File: src/rtl/dmem_port_ctrl.sv
// dmem_port_ctrl
//   Per-core load/store front end for one data_memory port. Core requests are
//   queued in an in-order FIFO and issued one at a time using the memory's
//   2-bit command encoding (0 idle, 2 read, 3 write). Read data is captured
//   RD_LAT edges after issue and returned over a valid/ready handshake.
//   Out-of-range addresses never reach the memory and bump a saturating
//   error counter.
//
// Ports
//   Clock, Reset          single clock, synchronous active-high reset
//   ReqValid/ReqReady     core request handshake (ReqReady = FIFO not full)
//   ReqWrite/ReqAddr/ReqData  request: 1=store, word address, store data
//   RspValid/RspReady     load response handshake
//   RspData/RspErr        load data, out-of-range flag
//   ErrCnt                saturating count of out-of-range requests
//   Control/DataAddr/DataIn  registered command, address, write data to memory
//   DataOut               read data from memory
module dmem_port_ctrl #(
    parameter int FIFO_DEPTH = 4,
    parameter int RD_LAT     = 1,
    parameter int MEM_DEPTH  = 256
) (
    input  logic        Clock,
    input  logic        Reset,
    input  logic        ReqValid,
    output logic        ReqReady,
    input  logic        ReqWrite,
    input  logic [15:0] ReqAddr,
    input  logic [15:0] ReqData,
    output logic        RspValid,
    input  logic        RspReady,
    output logic [15:0] RspData,
    output logic        RspErr,
    output logic [7:0]  ErrCnt,
    output logic [1:0]  Control,
    output logic [15:0] DataAddr,
    output logic [15:0] DataIn,
    input  logic [15:0] DataOut
);
    localparam int PW = $clog2(FIFO_DEPTH);
    localparam int CW = $clog2(RD_LAT + 1);

    typedef enum logic [1:0] {S_IDLE, S_ISSUE, S_WAIT, S_RESP} state_t;

    typedef struct packed {
        logic        wr;
        logic [15:0] addr;
        logic [15:0] data;
    } req_t;

    req_t        fifo_mem_q [FIFO_DEPTH];
    logic [PW:0] wr_ptr_q, wr_ptr_d;
    logic [PW:0] rd_ptr_q, rd_ptr_d;
    state_t      state_q, state_d;
    logic [CW-1:0] wait_cnt_q, wait_cnt_d;
    logic [1:0]  control_q, control_d;
    logic [15:0] data_addr_q, data_addr_d;
    logic [15:0] data_in_q, data_in_d;
    logic        rsp_valid_q, rsp_valid_d;
    logic [15:0] rsp_data_q, rsp_data_d;
    logic        rsp_err_q, rsp_err_d;
    logic [7:0]  err_cnt_q, err_cnt_d;

    logic fifo_empty, fifo_full, push, pop, head_oor;
    req_t head;

    // Extra pointer MSB distinguishes full from empty when the indices match.
    assign fifo_empty = (wr_ptr_q == rd_ptr_q);
    assign fifo_full  = (wr_ptr_q[PW-1:0] == rd_ptr_q[PW-1:0]) &&
                        (wr_ptr_q[PW] != rd_ptr_q[PW]);
    assign push       = ReqValid && !fifo_full;
    assign head       = fifo_mem_q[rd_ptr_q[PW-1:0]];
    assign head_oor   = (32'(head.addr) >= 32'(MEM_DEPTH));

    always_comb begin
        state_d     = state_q;
        wait_cnt_d  = wait_cnt_q;
        control_d   = 2'd0;
        data_addr_d = data_addr_q;
        data_in_d   = data_in_q;
        rsp_valid_d = rsp_valid_q;
        rsp_data_d  = rsp_data_q;
        rsp_err_d   = rsp_err_q;
        err_cnt_d   = err_cnt_q;
        pop         = 1'b0;

        unique case (state_q)
            S_IDLE: begin
                if (!fifo_empty) begin
                    pop = 1'b1;
                    if (head_oor) begin
                        if (err_cnt_q != 8'hFF) err_cnt_d = err_cnt_q + 8'd1;
                        // Out-of-range stores vanish; loads answer with an error.
                        if (!head.wr) begin
                            state_d     = S_RESP;
                            rsp_valid_d = 1'b1;
                            rsp_data_d  = 16'd0;
                            rsp_err_d   = 1'b1;
                        end
                    end else begin
                        state_d     = S_ISSUE;
                        control_d   = head.wr ? 2'd3 : 2'd2;
                        data_addr_d = head.addr;
                        if (head.wr) data_in_d = head.data;
                    end
                end
            end
            S_ISSUE: begin
                if (control_q == 2'd3) begin
                    state_d = S_IDLE;
                end else if (RD_LAT == 1) begin
                    state_d     = S_RESP;
                    rsp_valid_d = 1'b1;
                    rsp_data_d  = DataOut;
                    rsp_err_d   = 1'b0;
                end else begin
                    state_d    = S_WAIT;
                    wait_cnt_d = CW'(1);
                end
            end
            S_WAIT: begin
                // wait_cnt counts edges since ISSUE entry; capture on the RD_LAT-th.
                if (wait_cnt_q == CW'(RD_LAT - 1)) begin
                    state_d     = S_RESP;
                    rsp_valid_d = 1'b1;
                    rsp_data_d  = DataOut;
                    rsp_err_d   = 1'b0;
                end else begin
                    wait_cnt_d = wait_cnt_q + CW'(1);
                end
            end
            S_RESP: begin
                if (RspReady) begin
                    state_d     = S_IDLE;
                    rsp_valid_d = 1'b0;
                end
            end
            default: state_d = S_IDLE;
        endcase

        wr_ptr_d = push ? wr_ptr_q + 1'b1 : wr_ptr_q;
        rd_ptr_d = pop  ? rd_ptr_q + 1'b1 : rd_ptr_q;
    end

    always_ff @(posedge Clock) begin
        if (Reset) begin
            state_q     <= S_IDLE;
            wr_ptr_q    <= '0;
            rd_ptr_q    <= '0;
            wait_cnt_q  <= '0;
            control_q   <= 2'd0;
            data_addr_q <= 16'd0;
            data_in_q   <= 16'd0;
            rsp_valid_q <= 1'b0;
            rsp_data_q  <= 16'd0;
            rsp_err_q   <= 1'b0;
            err_cnt_q   <= 8'd0;
        end else begin
            state_q     <= state_d;
            wr_ptr_q    <= wr_ptr_d;
            rd_ptr_q    <= rd_ptr_d;
            wait_cnt_q  <= wait_cnt_d;
            control_q   <= control_d;
            data_addr_q <= data_addr_d;
            data_in_q   <= data_in_d;
            rsp_valid_q <= rsp_valid_d;
            rsp_data_q  <= rsp_data_d;
            rsp_err_q   <= rsp_err_d;
            err_cnt_q   <= err_cnt_d;
        end
    end

    // FIFO storage holds payload only; validity is tracked by the pointers.
    always_ff @(posedge Clock) begin
        if (push) fifo_mem_q[wr_ptr_q[PW-1:0]] <= '{wr: ReqWrite, addr: ReqAddr, data: ReqData};
    end

    assign ReqReady = !fifo_full;
    assign RspValid = rsp_valid_q;
    assign RspData  = rsp_data_q;
    assign RspErr   = rsp_err_q;
    assign ErrCnt   = err_cnt_q;
    assign Control  = control_q;
    assign DataAddr = data_addr_q;
    assign DataIn   = data_in_q;
endmodule

File: config.mk
export PLATFORM = sky130hd
export DESIGN_NAME = dmem_port_ctrl
export DESIGN_NICKNAME = d
export VERILOG_FILES = /design/src/rtl/dmem_port_ctrl.sv
export SDC_FILE = /design/constraint.sdc
export NUM_CORES = 1
export LEC_CHECK = 0
export CAP_MARGIN = 20
export CORE_UTILIZATION = 37
export DETAILED_ROUTE_END_ITERATION = 16
export PLACE_DENSITY_LB_ADDON = 0.08
export REMOVE_ABC_BUFFERS = 1
export SYNTH_ARGS = -nofsm -noshare
export SYNTH_HDL_FRONTEND = slang
export SYNTH_SLANG_ARGS = --single-unit
File: constraint.sdc
create_clock -name Clock -period 2.27 [get_ports Clock]
set_input_delay 0.227 -clock Clock [delete_from_list [all_inputs] [get_ports Clock]]
set_output_delay 0.227 -clock Clock [all_outputs]
set_load 0.02 [all_outputs]
# Word level (Yosys, flattened, before mapping)
# Memories as Yosys holds them, arrays and structs flattened. A register that Yosys moved wholly into a read port is not among the register bits.
# Cells that the tools add are included.
op_classes:
  addsub: 4
  order_cmp: 1
  n_eq_ne: 15
  n_mux: 31
  bitwise_logic: 3
  n_reduce_logical: 12
ops:
  columns: ["operator", "n"]
  rows:
  - ["2-to-1 mux 16 bit", 5]
  - ["one-hot mux 16 bit (3 select lines)", 1]
  - ["greater-or-equal comparator 16 x 9 -> 1 bit, second input constant", 1]
  - ["2-to-1 mux 2 bit", 8]
  - ["2-to-1 mux 1 bit", 14]
  - ["!= test 2 bit, second input constant", 6]
  - ["AND reduction 4 bit", 3]
  - ["AND reduction 6 bit", 2]
  - ["adder 8 x 1 -> 8 bit, second input constant", 1]
  - ["!= test 8 bit, second input constant", 1]
  - ["one-hot mux 2 bit (4 select lines)", 1]
  - ["adder 3 x 1 -> 3 bit, second input constant", 2]
  - ["equality test 2 bit, second input constant", 3]
  - ["one-hot mux 1 bit (4 select lines)", 1]
  - ["OR reduction 4 bit", 1]
  - ["equality test 3 bit", 1]
  - ["!= test 3 bit, second input constant", 1]
  - ["inverter 1 bit", 3]
  - ["one-hot mux 1 bit (3 select lines)", 1]
  - ["AND reduction 3 bit", 1]
  - ["nonzero test 3 bit", 1]
  - ["equality test 2 x 1 -> 1 bit, second input constant", 1]
  - ["equality test 2 bit", 1]
  - ["logical AND 1 bit", 2]
  - ["4 further kinds", 4]
word_totals:
  register_bits: 69
  ram_bits: 132
  inputBits: 53
  n_memories: 1
mem_list:
  columns: ["memory", "depth", "width", "rd", "rd_ports_with_merged_regs", "write_ports", "line_no", "rtl"]
  rows:
  - ["fifo_mem_q", 4, 33, 1, 1, 1, "51", "req_t fifo_mem_q [FIFO_DEPTH];"]

# Longest topological paths before layout
depth:
  ltp_word: 6
  mapped_depth: 9

# Worst setup path after synthesis
# OpenSTA, ideal clock, no wires.
synth_timing:
  path_kind: "register to register"
  start: "reg with a tool-made name"
  end: "reg rsp_err_q (netlist: RspErr)"
  arrival_ns: 2.287
  setup_slack_ns: -0.137
  path_stages_with_launch: 9
  synth_period_minus_slack_ns: 2.407
  path_cell_list: "dfxtp_1 clkbuf_1 mux4_2 buf_6 a31o_1 or3_1 o32ai_2 buf_6 mux2_2"
synth_lines:
  columns: ["item", "line_no", "rtl"]
  rows:
  - ["to (signal assigned)", "168", "rsp_err_q <= rsp_err_d;"]
  - ["to (decl)", "61", "logic rsp_err_q, rsp_err_d;"]

==> metrics.cfg <==
[worst_setup_path]
required_ps = 2690
worstSetupStartpointType = flop
rr_worst_depth = 8
r2r_slack_ps = 20
critical_path_class = reg -> reg
reg2reg_from = fifo_mem_q[3][29]
cp-end-kind = flop
cp.arrival_ps = 2670
r2r-end = DataIn[5]
crit_fanout = 12

[synthesis]
yosysTopAreaCell = edfxtp_1
synth_most_common_cell = edfxtp_1
ys_types = 42
yosys-top-cells-area = edfxtp_1 52%, dfxtp_1 18%, mux4_2 7.3%
synth_top_area_share_pct = 51.5
synthCells = 516
yosysSeqAreaShare_pct = 69.7
async_reset_ff_share_pct = 0
ys_ff_latch = 202
synth_edf_count = 132
synth_ff_type = edfxtp_1
syn_area_per_cell_um2 = 14.9
ys_top_cells_by_count = 132 x edfxtp_1, 70 x dfxtp_1, 44 x nand2_1
syn_area_um2 = 7690
synth-warning-count = 0

[floorplanning]
die_x_um = 146
core_area_um2 = 20300
io_pins = 114
start_util_pct = 37.9
die_y_um = 146
rows = 52
dieArea_um2 = 21400

[clock_network]
numCtsBuffers = 22
tritoncts = yes
cts.htree.levels = 1
clk_pin_slew_ps = 60
cts.sinks = 202
clockBufferDepth = 3
cts_root_buffer = clkbuf_16
clk_latency_ps = 510

[worst_hold_path]
hp-class = in -> reg
hp-start = Reset
min_to = Control[1]
min_path_cells = 2

[detailed_routing]
postRouteAntennaNets = 0
num_vias = 4703
wl_per_cell_um = 18.0
drc = 0
drt_iter0_drc = 165
vias_per_cell = 4.97
wirelength_um = 17000
drt_pass1_iterations = 4

[place]
dp_cells = 902
place_area_um2 = 9400
port_buffers = 113
routabilityCongestion = 0.769
dpl.hpwl_um = 10600

[flow_run]
maxCapViolCount = 0

[global_route]
grtUsageTotal_pct = 16.3
grt_pass1_vias = 4871
grt_overflow = 0
antenna_found_initial = 1
grt_pass1_wl_um = 27100
grt_start_max_net_pins = 39

[outcome]
status = complete, no violations

[layout]
layoutNonFillerInstCount = 947
syn_to_final_growth_pct = 32.9
fin_area_um2 = 10200
nets = 725
drive_gt1_share_pct = 17.5

[timing]
setup_violations = 0
max_freq_mhz = 445
hold_viol = 0
rsz0062_at_grt = true
finClkSkew_ps = 15.4
finalCriticalPeriod_ps = 2250
tightest_slew_ps = 621
fin_crit_sh_pct = 99.0
slew_viol_final = 0
relSlewSlack_pct = 58.6

[pwr]
powerDensity_nw_per_um2 = 975
max-vdd-ir-drop_v = 0.000533
p_leak_nw = 3.46

==> kinds of logic (layout without fill, tap and decap cells) <==
kind of cell	Yosys count	after routing	share of synthesized area, %
buffers and inverters	38	198	2.42
and+or+nand+nor	137	137	9.07
AOI/OAI and AO/OA	69	69	5.29
DFF	202	202	69.7
muxes	48	48	10.4
other	0	1	0
xor gates and xnor gates	10	10	1.14
adders and majority gates	12	12	1.95
==> critical path: stages (launching register included) <==
cell and delay, ps:
edfxtp_1 350, or4_1 570, nor4_1 350, buf_4 200, o41a_1 170, buf_4 130
buf_12 140, nand3_1 110, a21oi_1 150
==> final cells by class <==
type                            instances  area [um^2]
Antenna cell                            1         2.50
Sequential cell                       202         5370
Tap cell                              270          338
Clock buffer                           30          612
Timing Repair Buffer                  149         1540
Fill cell                            1742        10100
Multi-Input combinational cell        276         2240
Clock inverter                         10         82.6
Inverter                                9         33.8
==> state kept, by name (all words and copies together) (netlist names), named ones only <==
| signal | cells |
|---|---|
| fifo_mem_q | 132 |
| ErrCnt | 8 |
| RspData | 16 |
| Control | 2 |
| wr_ptr_q | 3 |
| DataIn | 16 |
| DataAddr | 16 |
| state_q | 2 |
| RspValid | 1 |
| RspErr | 1 |
| rd_ptr_q | 3 |
==> how the worst max path moves through the flow <==
stage               slack (ps)        end               from  cells past startpoint
global placement           -30  ErrCnt[5]               flop                      7
finish                      20  DataIn[5]  fifo_mem_q[3][29]                      8
detailed placement         -60  ErrCnt[5]               flop                      7
floorplan                -2110  DataIn[0]               flop                      5
CTS                         40  ErrCnt[5]               flop                      7
global route              -120  DataIn[5]  fifo_mem_q[3][29]                      8
==> per-stage QoR <==
step	power (mW)	setup WS [ps]	hold WS [ps]	util, %	setup TNS (ps)
6_report	9.97	23.3	240	50.4	0
4_1_cts	10.1	41.7	225	49.8	0
3_5_place_dp	6.65	-64.3	446	46.3	-322
3_3_place_gp	6.62	-30.4	441	46.3	-134
5_1_grt	10.5	-118	241	50.4	-1850
2_1_floorplan	5.66	-2110	296	-	-101360
==> timing repair <==
action | in CTS | in global routing
cloned | 0 | 1
hold buffers | 0 | 0
pin swaps | 1 | 2
endpoints found under the setup margin | 17 | 23
resized for setup | 3 | 12
buffers inserted | 1 | 2
==> report_power, final <==
part	leakage [nW]	total (mW)	internal, mW	switching (mW)
Combinational	1.34	2.24	1.12	1.12
Clock	0.343	3.38	2.01	1.37
Sequential	1.78	4.35	4.21	0.146
Total	3.46	9.97	7.33	2.64
==> routing by layer <==
metal | GRT usage (%) | up-vias | wire, um
met5 | 0 | - | 0
met4 | 4.27 | 0 | 231
met3 | 3.44 | 17 | 1000
met2 | 27.9 | 130 | 8390
met1 | 20.9 | 2301 | 7390
li1 | - | 2255 | -
==> cell usage in the layout, fill, tap and decap left out, types with 4 or more instances in the layout <==
cell type and count:
clkbuf_16 24, or4_1 9, clkbuf_1 6, o21ai_0 18
mux4_2 25, nor2b_1 4, a21oi_1 30, ha_1 12
nor2_1 14, nand2_1 44, mux2i_1 18, xnor2_1 6
dfxtp_1 68, edfxtp_1 132, clkinv_2 5, and2_2 4
buf_4 24, clkdlybuf4s50_1 112, or3_1 4, and3_1 9
inv_1 9, xor2_1 4, nand3_1 31, buf_12 10
o31ai_1 4, mux2_2 5
No activity file was read; power rests on OpenSTA's default activity.
